### config.mk
export PLATFORM = sky130hd
export DESIGN_NAME = uart_pixel_loader
export DESIGN_NICKNAME = d
export VERILOG_FILES = /design/src/rtl/uart_pixel_loader_pkg.sv /design/src/rtl/uart_byte_timeout.sv /design/src/rtl/uart_pixel_loader.sv
export SDC_FILE = /design/constraint.sdc
export NUM_CORES = 1
export LEC_CHECK = 0
export CORE_MARGIN = 5
export CORE_UTILIZATION = 30
export CTS_BUF_LIST = sky130_fd_sc_hd__clkbuf_16
export CTS_CLUSTER_SIZE = 24
export DETAILED_ROUTE_END_ITERATION = 16
export PLACE_DENSITY_LB_ADDON = 0.3
export SLEW_MARGIN = 40
export SYNTH_ARGS = -nofsm -noshare
export SYNTH_HDL_FRONTEND = slang
export SYNTH_HIERARCHICAL = 1
export SYNTH_SLANG_ARGS = --single-unit
### constraint.sdc
create_clock -name i_clk -period 3.64 [get_ports i_clk]
set_input_delay 0.728 -clock i_clk [delete_from_list [all_inputs] [get_ports i_clk]]
set_output_delay 0.728 -clock i_clk [all_outputs]
set_load 0.02 [all_outputs]
### src/rtl/uart_pixel_loader_pkg.sv
// Shared types and constants for the UART pixel frame loader.
package uart_pixel_loader_pkg;

  localparam int unsigned GRB_W         = 24;
  localparam int unsigned CLK_HZ        = 100_000_000;
  localparam int unsigned BAUD          = 115_200;
  localparam int unsigned CLK_PER_BIT   = CLK_HZ / BAUD;
  localparam int unsigned BITS_PER_BYTE = 10;
  localparam int unsigned TIMEOUT_BYTES = 10;
  localparam int unsigned TIMEOUT_CYC_DEF = CLK_PER_BIT * BITS_PER_BYTE * TIMEOUT_BYTES;

  localparam logic [7:0] SYNC_BYTE_DEF = 8'hA5;

  typedef enum logic [1:0] {
    S_IDLE = 2'd0,
    S_LEN  = 2'd1,
    S_PIX  = 2'd2,
    S_CSUM = 2'd3
  } state_e;

  // Pixel RAM word, G in the top byte
  typedef struct packed {
    logic [7:0] g;
    logic [7:0] r;
    logic [7:0] b;
  } grb_t;

endpackage

### src/rtl/uart_byte_timeout.sv
// Inter-byte watchdog: counts enabled cycles since the last clear.
module uart_byte_timeout
  import uart_pixel_loader_pkg::*;
#(
  parameter int unsigned TIMEOUT_CYC = TIMEOUT_CYC_DEF
) (
  input  logic i_clk,
  input  logic i_rst_n,
  input  logic i_clr,
  input  logic i_en,
  output logic o_expired_c
);

  localparam int unsigned CNT_W = $clog2(TIMEOUT_CYC);
  localparam logic [CNT_W-1:0] CNT_LAST = CNT_W'(TIMEOUT_CYC - 1);

  logic [CNT_W-1:0] cnt_q, cnt_d;

  // Next count: clear wins, otherwise count up and hold at the last value
  always_comb begin
    cnt_d = cnt_q;
    if (i_clr) begin
      cnt_d = '0;
    end else if (i_en && (cnt_q != CNT_LAST)) begin
      cnt_d = cnt_q + CNT_W'(1);
    end
  end

  // Counter register
  always_ff @(posedge i_clk or negedge i_rst_n) begin
    if (!i_rst_n) begin
      cnt_q <= '0;
    end else begin
      cnt_q <= cnt_d;
    end
  end

  assign o_expired_c = i_en && (cnt_q == CNT_LAST);

endmodule

### src/rtl/uart_pixel_loader.sv
// Parses SYNC/N/GRB.../CSUM frames from the UART and loads the pixel RAM.
module uart_pixel_loader
  import uart_pixel_loader_pkg::*;
#(
  parameter int unsigned NUM_LEDS    = 64,
  parameter int unsigned ADDR_W      = 6,
  parameter logic [7:0]  SYNC_BYTE   = SYNC_BYTE_DEF,
  parameter int unsigned TIMEOUT_CYC = TIMEOUT_CYC_DEF
) (
  input  logic              i_clk,
  input  logic              i_rst_n,
  input  logic              i_rx_dv,
  input  logic [7:0]        i_rx_byte,
  input  logic              i_drv_busy,
  output logic              o_wr_en,
  output logic [ADDR_W-1:0] o_wr_addr,
  output logic [GRB_W-1:0]  o_wr_data,
  output logic              o_refresh_req,
  output logic              o_frame_err,
  output logic              o_drop,
  output logic              o_busy
);

  localparam int unsigned PIX_W = ADDR_W + 1;

  state_e             state_q, state_d;
  logic [PIX_W-1:0]   n_q, n_d;
  logic [PIX_W-1:0]   pix_q, pix_d;
  logic [1:0]         idx_q, idx_d;
  logic [7:0]         g_q, g_d;
  logic [7:0]         r_q, r_d;
  logic [7:0]         csum_q, csum_d;
  logic               wr_en_q, wr_en_d;
  logic [ADDR_W-1:0]  wr_addr_q, wr_addr_d;
  grb_t               wr_data_q, wr_data_d;
  logic               refresh_q, refresh_d;
  logic               err_q, err_d;
  logic               drop_q, drop_d;
  logic               busy_q, busy_d;

  logic               tmo_clr_c;
  logic               tmo_en_c;
  logic               tmo_expired_c;

  assign tmo_en_c  = (state_q != S_IDLE);
  assign tmo_clr_c = i_rx_dv || (state_q == S_IDLE);

  uart_byte_timeout #(
    .TIMEOUT_CYC (TIMEOUT_CYC)
  ) u_timeout (
    .i_clk       (i_clk),
    .i_rst_n     (i_rst_n),
    .i_clr       (tmo_clr_c),
    .i_en        (tmo_en_c),
    .o_expired_c (tmo_expired_c)
  );

  // Frame parser: next state, checksum, pixel assembly and output pulses
  always_comb begin
    state_d   = state_q;
    n_d       = n_q;
    pix_d     = pix_q;
    idx_d     = idx_q;
    g_d       = g_q;
    r_d       = r_q;
    csum_d    = csum_q;
    wr_addr_d = wr_addr_q;
    wr_data_d = wr_data_q;
    wr_en_d   = 1'b0;
    refresh_d = 1'b0;
    err_d     = 1'b0;
    drop_d    = 1'b0;

    case (state_q)
      S_IDLE: begin
        if (i_rx_dv && (i_rx_byte == SYNC_BYTE)) begin
          if (i_drv_busy) begin
            drop_d = 1'b1;
          end else begin
            state_d = S_LEN;
          end
        end
      end

      S_LEN: begin
        if (i_rx_dv) begin
          if ((i_rx_byte == 8'd0) || (32'(i_rx_byte) > NUM_LEDS)) begin
            err_d   = 1'b1;
            state_d = S_IDLE;
          end else begin
            n_d     = PIX_W'(i_rx_byte);
            csum_d  = i_rx_byte;
            pix_d   = '0;
            idx_d   = 2'd0;
            state_d = S_PIX;
          end
        end
      end

      S_PIX: begin
        if (i_rx_dv) begin
          csum_d = csum_q ^ i_rx_byte;
          case (idx_q)
            2'd0: begin
              g_d   = i_rx_byte;
              idx_d = 2'd1;
            end
            2'd1: begin
              r_d   = i_rx_byte;
              idx_d = 2'd2;
            end
            default: begin
              wr_en_d   = 1'b1;
              wr_addr_d = pix_q[ADDR_W-1:0];
              wr_data_d = '{g: g_q, r: r_q, b: i_rx_byte};
              idx_d     = 2'd0;
              pix_d     = pix_q + PIX_W'(1);
              if ((pix_q + PIX_W'(1)) == n_q) begin
                state_d = S_CSUM;
              end
            end
          endcase
        end
      end

      S_CSUM: begin
        if (i_rx_dv) begin
          if (i_rx_byte == csum_q) begin
            refresh_d = 1'b1;
          end else begin
            err_d = 1'b1;
          end
          state_d = S_IDLE;
        end
      end

      default: begin
        state_d = S_IDLE;
      end
    endcase

    // Inter-byte silence aborts a frame; a strobe in the same cycle takes priority
    if ((state_q != S_IDLE) && !i_rx_dv && tmo_expired_c) begin
      err_d   = 1'b1;
      state_d = S_IDLE;
    end

    busy_d = (state_d != S_IDLE);
  end

  // State, datapath and output registers
  always_ff @(posedge i_clk or negedge i_rst_n) begin
    if (!i_rst_n) begin
      state_q   <= S_IDLE;
      n_q       <= '0;
      pix_q     <= '0;
      idx_q     <= '0;
      g_q       <= '0;
      r_q       <= '0;
      csum_q    <= '0;
      wr_en_q   <= 1'b0;
      wr_addr_q <= '0;
      wr_data_q <= '0;
      refresh_q <= 1'b0;
      err_q     <= 1'b0;
      drop_q    <= 1'b0;
      busy_q    <= 1'b0;
    end else begin
      state_q   <= state_d;
      n_q       <= n_d;
      pix_q     <= pix_d;
      idx_q     <= idx_d;
      g_q       <= g_d;
      r_q       <= r_d;
      csum_q    <= csum_d;
      wr_en_q   <= wr_en_d;
      wr_addr_q <= wr_addr_d;
      wr_data_q <= wr_data_d;
      refresh_q <= refresh_d;
      err_q     <= err_d;
      drop_q    <= drop_d;
      busy_q    <= busy_d;
    end
  end

  assign o_wr_en       = wr_en_q;
  assign o_wr_addr     = wr_addr_q;
  assign o_wr_data     = wr_data_q;
  assign o_refresh_req = refresh_q;
  assign o_frame_err   = err_q;
  assign o_drop        = drop_q;
  assign o_busy        = busy_q;

endmodule
==> flow_summary.toml <==
[critical_path]
worst-path-buf-inv = 1
critPathKind = "in2reg"
cp-end-kind = "register"
arrival_ns = 2.94
start_kind = "primary input"
crit_required_ns = 3.87
rrSetupSlack_ns = 1.45
crit_slowest_cell = "and2_1"
max_stage_delay_ns = 0.65
cp_max_fo = 17
critical_path.top_delay_family = "simple AND/OR/NAND/NOR gates"
path_cells = "clkdlybuf4s50_1 > nor3_4 > a211o_1 > and2_1 > mux2_2"

[die]
ioPinCount = 47
core_area_mm2 = 0.0145
num_rows = 44
die_w_um = 132
dieArea_mm2 = 0.0174
start_util_pct = 30.6
fp.dieH_um = 132

[sta]
worstMarginPinSlew_ns = 0.798
timing.final.crit_period_ns = 2.71
slew_viol_final = 0
timing.fmax_mhz = 369
relSlewSlack_pct = 46.8
timing.final.crit_share_pct = 74.4
setup_viol = 0
rsz0062_at_grt = "no"
clock_skew_ns = 0.00993
hold_viol = 0
setup-tns-final_ns = 0

[global_routing]
grt_pass1_vias = 3224
overflow = 0
grt_max_degree = 51
grt_pass1_wl_mm = 17.2
antenna_found_initial = 0
grt_usage_pct = 12.2

[route]
wirelength_mm = 10.3
drtPass1Iterations = 4
viasPerCell = 4.91
drtIter0Drc = 196
drcViolationCount = 0
final_antenna_net_count = 0
wl_per_cell_um = 15.4
vias = 3275

[synthesis]
async_flop_share_pct = 100
synth.distinct_cells = 56
synth.most_common_cell = "nand2_1"
synth_ff_type = "dfrtp_1"
synth.top_cells.by_area = "dfrtp_1 53%, nand2_1 9.4%, mux2_2 5.8%"
yosysTopAreaCell = "dfrtp_1"
avgSynthCellArea_um2 = 10.2
synth_top_area_share_pct = 52.9
ys_seq_area_share_pct = 52.9
synth_commonest_cells = "111 x nand2_1, 94 x dfrtp_1, 23 x mux2_2, 22 x nor2_1, 22 x xor2_1"
netlist_instances = 438
synth_edf_count = 0
syn_area_mm2 = 0.00445
yosys_warnings = 6
synth_seq_cells = 94
synth_nets = 452

[status]
status = "complete, no violations"

[place]
post-dp-hpwl_mm = 7.00
portBuffers = 46
gp_congestion = 0.845
placed_cell_area_mm2 = 0.00506
placedCellCount = 651

[clock_tree]
clk_path_buf_depth = 2
h-tree-depth = 3
post-cts-setup-buffer-count = 0
cts_buffers = 9
cts-root-buf = "clkbuf_16"
clk_latency_ns = 0.35
ctsResizeCount = 0
cts_tree = "yes"
cts.clk_slew.worst_paths_ns = 0.07
cts.sinks = 94
postCtsHoldBufs = 0

[cells_and_area]
drive_above_1_share_pct = 12.6
stdcell_area_mm2 = 0.00536
num-nets-final = 492
final_cells = 667
antennaDiodeCount = 0
fillers = 1511
area_delta_synth_final_pct = 20.6

[pwr]
p_per_area_mw_per_mm2 = 393
vdd_drop_max_mv = 0.223
p_leak_nw = 2.50

[flow_run]
cap_viol_max_count = 0

[min_path]
min_path_type = "in2async"
-- cell usage in the layout (no fill, tap or decap), drive strengths merged, types with 2 or more instances in the layout --
master,synthesis,routed
and2,4,4
xor2,22,22
inv,11,15
dfrtp,94,94
or3,2,2
or4,3,3
o21ai,10,10
a21oi,17,17
o2111ai,2,2
mux2i,7,7
clkinv,0,2
a22oi,4,4
nand3,9,9
nand2,111,111
mux2,23,23
o22ai,11,11
ha,2,2
o31ai,4,4
and3,6,6
buf,17,9
nor4,4,4
xnor2,8,8
nor3,7,7
nand4,12,12
nor2,22,22
clkbuf,8,9
clkdlybuf4s50,0,45
-- cells by family (layout without fill, tap and decap cells) --
| group | Yosys count | after routing | share of synthesized area [%] |
|---|---|---|---|
| flops | 94 | 94 | 52.9 |
| mux | 30 | 30 | 7.40 |
| buf+inv | 36 | 81 | 4.16 |
| xor+xnor | 30 | 30 | 5.91 |
| fa+ha+maj | 2 | 2 | 0.563 |
| simple gates | 189 | 189 | 20.6 |
| compound gates | 57 | 57 | 8.44 |
-- where the power goes --
group          switching [mW]  leakage, nW  internal [mW]
logic                  0.0628         1.07         0.0396
clock network           0.451        0.145          0.487
registers              0.0120         1.29           1.05
-- worst register-to-register path: cells and delay by family, from the launching register on --
family	cells	cell delay [ns]
simple gates	5	1.19
fa+ha+maj	1	0.28
compound gates	1	0.19
flops	1	0.40
-- through the flow --
| stage | hold slack, ns | power (mW) | setup slack, ns | utilization (%) |
|---|---|---|---|---|
| global route | 0.430 | 2.19 | 0.790 | 36.9 |
| floorplan | 0.432 | 1.14 | 1.63 | - |
| global placement | 0.448 | 1.19 | 0.614 | 34.8 |
| CTS | 0.403 | 2.14 | 0.935 | 36.9 |
| detailed placement | 0.453 | 1.19 | 0.564 | 34.8 |
| finish | 0.381 | 2.11 | 0.931 | 36.9 |
-- flip-flops by register name (all words and copies together), names as in the netlist --
register / cells
u_timeout/cnt_q: 17
csum_q: 8
n_q: 7
idx_q: 2
o_wr_addr: 6
o_busy: 1
o_frame_err: 1
r_q: 8
state_q: 2
o_refresh_req: 1
o_wr_en: 1
pix_q: 7
g_q: 8
o_wr_data: 24
o_drop: 1
-- worst paths after layout --
path,to,cells after the start,from
setup / recovery,n_q[2]$_DFFE_PN0P_,5,i_rx_byte[4]
hold / removal,u_timeout/cnt_q[9]$_DFFE_PN0P_,1,i_rst_n
setup reg to reg,o_busy$_DFF_PN0_,7,u_timeout/cnt_q[0]$_DFFE_PN0P_
hold reg to reg,o_wr_data[21]$_DFFE_PN0P_,2,g_q[5]$_DFFE_PN0P_
max in group asynchronous,o_wr_en$_DFF_PN0_,2,i_rst_n
min in group i_clk,o_wr_data[21]$_DFFE_PN0P_,2,g_q[5]$_DFFE_PN0P_
-- final cells by class --
cell class	instances	area [µm²]	share of cell area, %
Timing Repair Buffer	54	531	9.89
Clock buffer	9	225	4.20
Tap cell	184	230	4.29
Multi-Input combinational cell	308	1910	35.6
Clock inverter	7	75.1	1.40
Sequential cell	94	2350	43.9
Inverter	11	41.3	0.770
-- layer usage --
metal | global-route usage, % | routed length, µm
met1 | 17.0 | 5080
met2 | 18.1 | 4560
met3 | 3.66 | 482
met4 | 3.83 | 141
met5 | 0 | 0
Note: power is estimated with default switching activity, not from simulation.
